$ cat src/rtl/mem_port_arbiter_if.sv
// ---------------------------------------------------------------------------
// mem_port_arbiter_if
//
// Bundles every bus signal around the shared data-RAM port:
//   cpu_*  : MEM stage side (req/we/addr/wdata in, rdata/stall out)
//   dbg_*  : debug/loader side (req/we/addr/wdata in, gnt/rvalid/rdata out)
//   ram_*  : RAM side (addr/wdata/we out, rdata in)
//
// Modports:
//   slave  : the arbiter's view (requests in, grants and RAM controls out)
//   master : the environment's view (MEM stage, debug requester and RAM)
// ---------------------------------------------------------------------------
interface mem_port_arbiter_if #(
  parameter int AW = 16,
  parameter int DW = 16
);
  logic          cpu_req;
  logic          cpu_we;
  logic [AW-1:0] cpu_addr;
  logic [DW-1:0] cpu_wdata;
  logic [DW-1:0] cpu_rdata;
  logic          cpu_stall;

  logic          dbg_req;
  logic          dbg_we;
  logic [AW-1:0] dbg_addr;
  logic [DW-1:0] dbg_wdata;
  logic          dbg_gnt;
  logic          dbg_rvalid;
  logic [DW-1:0] dbg_rdata;

  logic [AW-1:0] ram_addr;
  logic [DW-1:0] ram_wdata;
  logic          ram_we;
  logic [DW-1:0] ram_rdata;

  modport slave (
    input  cpu_req, cpu_we, cpu_addr, cpu_wdata,
    input  dbg_req, dbg_we, dbg_addr, dbg_wdata,
    input  ram_rdata,
    output cpu_rdata, cpu_stall,
    output dbg_gnt, dbg_rvalid, dbg_rdata,
    output ram_addr, ram_wdata, ram_we
  );

  modport master (
    output cpu_req, cpu_we, cpu_addr, cpu_wdata,
    output dbg_req, dbg_we, dbg_addr, dbg_wdata,
    output ram_rdata,
    input  cpu_rdata, cpu_stall,
    input  dbg_gnt, dbg_rvalid, dbg_rdata,
    input  ram_addr, ram_wdata, ram_we
  );
endinterface

$ cat src/rtl/mem_port_arbiter.sv
// ---------------------------------------------------------------------------
// mem_port_arbiter
//
// Shares one data-RAM port between the pipeline MEM stage (priority, zero
// added latency) and a debug/loader requester served in idle cycles.
//
// Ports:
//   clk  : clock, all state updates on the rising edge
//   rst  : asynchronous active-low reset
//   bus  : mem_port_arbiter_if.slave carrying the cpu_*, dbg_* and ram_*
//          signal groups
//
// Configuration macro ARB_STARVE_GUARD_EN:
//   defined   - a debug request left waiting STARVE_LIMIT cycles gets one
//               forced slot; the MEM stage is stalled for that one cycle.
//   undefined - strict MEM-stage priority, cpu_stall tied low, debug may
//               starve, STARVE_LIMIT only range-checked.
// ---------------------------------------------------------------------------
module mem_port_arbiter #(
  parameter int AW           = 16,
  parameter int DW           = 16,
  parameter int STARVE_LIMIT = 8
) (
  input logic               clk,
  input logic               rst,
  mem_port_arbiter_if.slave bus
);

  if (STARVE_LIMIT < 1 || STARVE_LIMIT > 255) begin : g_bad_limit
    $error("mem_port_arbiter: STARVE_LIMIT must be within 1..255");
  end

  logic          dbg_own;
  logic          stall;

  logic          rvalid_q, rvalid_d;
  logic [DW-1:0] rdata_q,  rdata_d;

`ifdef ARB_STARVE_GUARD_EN
  localparam int            CW       = $clog2(STARVE_LIMIT + 1);
  localparam logic [CW-1:0] CNT_LAST = CW'(STARVE_LIMIT - 1);

  logic [CW-1:0] cnt_q, cnt_d;
  logic          force_q, force_d;

  // force_q alone does not grant: a withdrawn request simply lets the
  // forced slot lapse, and both counter and flag fall back to zero.
  always_comb begin
    dbg_own = bus.dbg_req && (!bus.cpu_req || force_q);
    stall   = bus.cpu_req && force_q && bus.dbg_req;
    cnt_d   = '0;
    if (bus.dbg_req && !dbg_own) begin
      cnt_d = cnt_q + CW'(1);
    end
    force_d = bus.dbg_req && !dbg_own && (cnt_q == CNT_LAST);
  end

  always_ff @(posedge clk or negedge rst) begin
    if (!rst) begin
      cnt_q   <= '0;
      force_q <= 1'b0;
    end else begin
      cnt_q   <= cnt_d;
      force_q <= force_d;
    end
  end
`else
  always_comb begin
    dbg_own = bus.dbg_req && !bus.cpu_req;
    stall   = 1'b0;
  end
`endif

  // RAM mux. A stalled CPU write never reaches ram_we because a stall only
  // happens while debug owns the port.
  assign bus.ram_addr  = dbg_own ? bus.dbg_addr  : bus.cpu_addr;
  assign bus.ram_wdata = dbg_own ? bus.dbg_wdata : bus.cpu_wdata;
  assign bus.ram_we    = dbg_own ? bus.dbg_we    : (bus.cpu_req && bus.cpu_we);

  assign bus.cpu_rdata = bus.ram_rdata;
  assign bus.cpu_stall = stall;
  assign bus.dbg_gnt   = dbg_own;

  // Debug read data is captured from the combinational RAM output in the
  // grant cycle and presented with a one-cycle rvalid pulse.
  always_comb begin
    rvalid_d = dbg_own && !bus.dbg_we;
    rdata_d  = rdata_q;
    if (rvalid_d) begin
      rdata_d = bus.ram_rdata;
    end
  end

  always_ff @(posedge clk or negedge rst) begin
    if (!rst) begin
      rvalid_q <= 1'b0;
      rdata_q  <= '0;
    end else begin
      rvalid_q <= rvalid_d;
      rdata_q  <= rdata_d;
    end
  end

  assign bus.dbg_rvalid = rvalid_q;
  assign bus.dbg_rdata  = rdata_q;

endmodule

$ cat src/flat_wrapper.sv
// flat-port wrapper written by rule: the top's interface ports become plain ports
module mem_port_arbiter_flat 
#(
  parameter int AW           = 16,
  parameter int DW           = 16,
  parameter int STARVE_LIMIT = 8
)
  (clk, rst, bus_cpu_req, bus_cpu_we, bus_cpu_addr, bus_cpu_wdata, bus_dbg_req, bus_dbg_we, bus_dbg_addr, bus_dbg_wdata, bus_ram_rdata, bus_cpu_rdata, bus_cpu_stall, bus_dbg_gnt, bus_dbg_rvalid, bus_dbg_rdata, bus_ram_addr, bus_ram_wdata, bus_ram_we);
  mem_port_arbiter_if #(.AW(AW), .DW(DW)) bus_i ();
  input logic clk;
  input logic rst;
  input wire logic [$bits(bus_i.cpu_req)-1:0] bus_cpu_req;
  input wire logic [$bits(bus_i.cpu_we)-1:0] bus_cpu_we;
  input wire logic [$bits(bus_i.cpu_addr)-1:0] bus_cpu_addr;
  input wire logic [$bits(bus_i.cpu_wdata)-1:0] bus_cpu_wdata;
  input wire logic [$bits(bus_i.dbg_req)-1:0] bus_dbg_req;
  input wire logic [$bits(bus_i.dbg_we)-1:0] bus_dbg_we;
  input wire logic [$bits(bus_i.dbg_addr)-1:0] bus_dbg_addr;
  input wire logic [$bits(bus_i.dbg_wdata)-1:0] bus_dbg_wdata;
  input wire logic [$bits(bus_i.ram_rdata)-1:0] bus_ram_rdata;
  output wire logic [$bits(bus_i.cpu_rdata)-1:0] bus_cpu_rdata;
  output wire logic [$bits(bus_i.cpu_stall)-1:0] bus_cpu_stall;
  output wire logic [$bits(bus_i.dbg_gnt)-1:0] bus_dbg_gnt;
  output wire logic [$bits(bus_i.dbg_rvalid)-1:0] bus_dbg_rvalid;
  output wire logic [$bits(bus_i.dbg_rdata)-1:0] bus_dbg_rdata;
  output wire logic [$bits(bus_i.ram_addr)-1:0] bus_ram_addr;
  output wire logic [$bits(bus_i.ram_wdata)-1:0] bus_ram_wdata;
  output wire logic [$bits(bus_i.ram_we)-1:0] bus_ram_we;
  assign bus_i.cpu_req = bus_cpu_req;
  assign bus_i.cpu_we = bus_cpu_we;
  assign bus_i.cpu_addr = bus_cpu_addr;
  assign bus_i.cpu_wdata = bus_cpu_wdata;
  assign bus_i.dbg_req = bus_dbg_req;
  assign bus_i.dbg_we = bus_dbg_we;
  assign bus_i.dbg_addr = bus_dbg_addr;
  assign bus_i.dbg_wdata = bus_dbg_wdata;
  assign bus_i.ram_rdata = bus_ram_rdata;
  assign bus_cpu_rdata = bus_i.cpu_rdata;
  assign bus_cpu_stall = bus_i.cpu_stall;
  assign bus_dbg_gnt = bus_i.dbg_gnt;
  assign bus_dbg_rvalid = bus_i.dbg_rvalid;
  assign bus_dbg_rdata = bus_i.dbg_rdata;
  assign bus_ram_addr = bus_i.ram_addr;
  assign bus_ram_wdata = bus_i.ram_wdata;
  assign bus_ram_we = bus_i.ram_we;
  mem_port_arbiter #(.AW(AW), .DW(DW), .STARVE_LIMIT(STARVE_LIMIT)) u_core (.clk(clk), .rst(rst), .bus(bus_i));
endmodule
$ cat config.mk
export PLATFORM = sky130hd
export DESIGN_NAME = mem_port_arbiter_flat
export DESIGN_NICKNAME = d
export VERILOG_FILES = /design/src/rtl/mem_port_arbiter_if.sv /design/src/rtl/mem_port_arbiter.sv /design/src/flat_wrapper.sv
export SDC_FILE = /design/constraint.sdc
export NUM_CORES = 1
export LEC_CHECK = 0
export CELL_PAD_IN_SITES_DETAIL_PLACEMENT = 1
export CELL_PAD_IN_SITES_GLOBAL_PLACEMENT = 1
export CORE_ASPECT_RATIO = 0.5
export CORE_MARGIN = 2
export CORE_UTILIZATION = 17
export CTS_CLUSTER_DIAMETER = 50
export CTS_CLUSTER_SIZE = 20
export DETAILED_ROUTE_END_ITERATION = 6
export PLACE_DENSITY = 0.87
export SLEW_MARGIN = 20
export SYNTH_ARGS = -nofsm -noshare
export SYNTH_HDL_FRONTEND = slang
export SYNTH_SLANG_ARGS = --single-unit
$ cat constraint.sdc
create_clock -name clk -period 2 [get_ports clk]
set_input_delay 0.6 -clock clk [delete_from_list [all_inputs] [get_ports clk]]
set_output_delay 0.6 -clock clk [all_outputs]
set_load 0.03 [all_outputs]
* Yosys cells after proc, flatten, opt, wreduce, memory -nomap -nowiden
Index checks and enable logic that the tools add are counted.
Storage, ports and cells: flip-flop bits (word level) 17, latch bits 0, RAM bits 0, bits in read-only memories 0, input bits 86, output and inout bits 68, word-level logic and storage cells 10, memories 0
Cells by class: add/subtract/negate cells 0, $mul 0, divide/modulo/power cells 0, magnitude comparators 0, equal/unequal tests 0, shift-type cells 0, mux-type cells 3, bitwise operators 0, reductions and logical operators 5
Operators by type and width (number):
- two-way mux 16 bit | 2
- logical AND 1 bit | 3
- zero test 1 bit | 2
- two-way mux 1 bit | 1

* Depth between registers and ports, before layout
depth after elaboration 3, gate-level depth with buffers 4, mapped depth without buffers 2

* Worst setup path before layout
OpenSTA, ideal clock, no wires.
kind input to output, start point input port bus_cpu_req, end point output port bus_ram_addr[0], arrival 1.402 ns, required time 1.400 ns, path slack -0.002 ns, stages on the path 4, buffers on the path 2, cells stage by stage nand2b_1 > buf_2 > buf_6 > mux2_2
Between the ends: longest elaborated chain between the ends 3
Ends and longest elaborated chain:
- start, declared | RTL line flat_wrapper.sv:12 | input wire logic [$bits(bus_i.cpu_req)-1:0] bus_cpu_req;
- zero test 1 bit | RTL line mem_port_arbiter.sv:69 | dbg_own = bus.dbg_req && !bus.cpu_req;
- logical AND 1 bit | RTL line mem_port_arbiter.sv:69
- two-way mux 16 bit | RTL line mem_port_arbiter.sv:76 | assign bus.ram_addr = dbg_own ? bus.dbg_addr : bus.cpu_addr;
- end, declared | RTL line flat_wrapper.sv:26 | output wire logic [$bits(bus_i.ram_addr)-1:0] bus_ram_addr;
No other way between the ends.

* Final worst setup path
start point input port bus_cpu_req, end point output port bus_ram_addr[13]
Same word-level chain as after synthesis.

==> results.md <==
* Fin. max-slew vios at 0
* Initial core utilization at 0.180
* Flops & latches, synth at 17
* RSZ-0062 raised after global routing: true
* Final core occ at 0.440
* Detail-routed via count per cell at 3.90
* Distinct cells, synth at 13
* Tcrit/Tclk final at 1.12
* Vias at 1306
* Setup Viol. Count Final at 33
* Die outline width at 124 µm
* Initial antenna violation count at 0
* Fmax at 445 MHz
* Layout cells sized above 1 at 0.502
* Arrival time worst endpoint at 1650 ps
* Layout Skew at 0 ps
* Post-Syn Instances at 94
* Worst Hold Class: reg -> reg
* Core area at 0.00683 mm²
* Failing checks: setup timing
* Maximum root-to-sink buffer count at 2
* IO buf count at 152
* Sequential share of the synthesized area at 0.346
* Minimum clock period at 2250 ps
* CTS tree: built
* Share of the synthesized area in the top cell type at 0.357
* Post-route antenna net violation count at 0
* Layout area overhead at 144%
* Worst Path Max Fanout at 3
* Skew-Pair Late Insertion Delay at 240 ps
* Ant diodes at 0
* Synthesized area at 0.00123 mm²
* Total Wirelength at 5370 µm
* GRT Total Usage at 0.130
* Status: complete, but fails checks
* Startpoint types: input pin
* Root buf cell: clkbuf_16
* I/O pins at 154
* Wire per inst at 16.0 µm
* DRC Markers at 0
* Final non-filler cell total at 335
* Detailed placer's ending HPWL at 4290 µm
* Fin. Hold Viols at 0
* H-tree depth at 1
* Mean Syn Cell Area at 13.1 µm²
* Pre-antenna DRT Iters at 3
* Hold_buf cts at 0
* Final #Nets at 330
* Yosys warning count at 0
* Die Height at 64.2 µm
* Leakage at 1.35 nW
* VDD IR max at 354 µV
* Starting DRT DRC Count at 15
* Crit path kind: in -> out
* Full die area at 0.00798 mm²
* Post-Place Worst Slack at -1030 ps
* CTS clk-pin slew, worst paths at 50 ps
* Fillers at 726
* Max-Cap Viols at 0
* Largest net degree at the start of global routing at 18
* Pwr/cell area at 599 mW/mm²
* Cts bufs inserted at 3
* # placed instances at 324
* Synthesized Nets at 180
* Clk sinks at 17
* Largest cells by area after synthesis: mux2_2 (36%), dfrtp_1 (35%), mux2_4 (11%)
* Area leader, netlist: mux2_2
* Total gr overflow at 0
* Post-route setup slack at -250 ps
* Gpl congestion at 0.889
* Rows at 21
* Crit. End Element: output pin
* Vias in the first global route at 1505
* First-pass GRT wire length at 8190 µm
* CP required at 1400 ps
[kinds of logic (layout without fill, tap and decap cells)]
group,after synthesis,in the layout,synth area share
AO/OA/AOI/OAI,1,1,0.00406
AND/OR/NAND/NOR,4,4,0.0264
multiplexers,48,48,0.466
buffers and inverters,23,172,0.154
flip-flops,17,17,0.346
other,1,1,0.00305
[placed cells by master (no fill, tap or decap)]
master,instances
clkdlybuf4s50_1,99
buf_4,32
mux2_2,26
mux2_4,22
nor3b_4,1
o21ai_2,1
buf_8,1
buf_16,2
buf_12,5
dfrtp_1,17
buf_6,26
buf_2,1
nand2_1,2
nand2b_4,1
clkinv_2,1
conb_1,1
dlygate4sd2_1,1
inv_1,1
clkbuf_16,3
[metrics by stage]
stage / setup TNS, ps / area [µm²] / total power, mW / hold WS [ps]
floorplan: -50.9 / 1230 / 0.910 / 304
global placement: -31610 / 2710 / 1.34 / 490
detailed placement: -32700 / 2710 / 1.36 / 497
CTS: -6030 / 3010 / 1.83 / 512
global route: -6720 / 3010 / 1.88 / 528
finish: -5800 / 3010 / 1.80 / 505
[Yosys cell counts]
master / number
mux2_2: 39
buf_4: 17
dfrtp_1: 17
mux2_4: 9
buf_6: 3
nand2_1: 2
buf_12: 1
buf_2: 1
conb_1: 1
inv_1: 1
nand2b_1: 1
nor3b_4: 1
o21ai_0: 1
[flip-flops by register name, indices dropped and copies added (netlist names)]
| name | count |
|---|---|
| u_core.bus.dbg_rdata | 16 |
| u_core.bus.dbg_rvalid | 1 |
[worst paths after layout]
path / depth (start not counted) / endpoint / startpoint / slack [ps]
worst max-delay path: 7 / bus_ram_addr[13] / bus_cpu_req / -250
worst min-delay path: 1 / u_core.bus.dbg_rdata[0] / u_core.bus.dbg_rdata[0] / 500
worst max register to register: 1 / u_core.bus.dbg_rdata[2] / u_core.bus.dbg_rdata[2] / 1230
worst min register to register: 1 / u_core.bus.dbg_rdata[0] / u_core.bus.dbg_rdata[0] / 500
max in group asynchronous: 2 / u_core.bus.dbg_rdata[7] / rst / 1130
min in group asynchronous: 2 / u_core.bus.dbg_rvalid / rst / 690
[final cells by class]
type	count	area [µm²]	area share
Sequential cell	17	425	0.141
Tap cell	92	115	0.0383
Multi-Input combinational cell	54	676	0.225
Inverter	1	3.75	0.00125
Clock inverter	1	5.00	0.00166
Clock buffer	3	75.1	0.0250
Timing Repair Buffer	167	1710	0.568
[report_power, final]
| part | switching (mW) | internal [mW] | total (mW) | leakage, nW |
|---|---|---|---|---|
| logic | 0.446 | 0.524 | 0.971 | 1.11 |
| clock network | 0.124 | 0.267 | 0.391 | 0.0409 |
| registers | 0.0337 | 0.407 | 0.441 | 0.203 |
| total | 0.604 | 1.20 | 1.80 | 1.35 |
[what timing repair did]
item	CTS	global route
buffers inserted	4	2
pin swaps	1	0
gates resized for setup	229	2
endpoints found under the setup margin	34	34
cloned	3	0
[worst max-delay path, stage by stage]
cell,delay (ps)
buf_6,90
nand2b_4,160
buf_12,130
buf_12,120
buf_6,110
mux2_4,290
buf_6,140
[layer usage]
metal / GRT usage / share of wire
met1: 0.134 / 0.37
met4: 0.0183 / 0.0082
met2: 0.271 / 0.57
met5: 0 / 0
met3: 0.0318 / 0.051
Note: power is estimated with default switching activity, not from simulation.
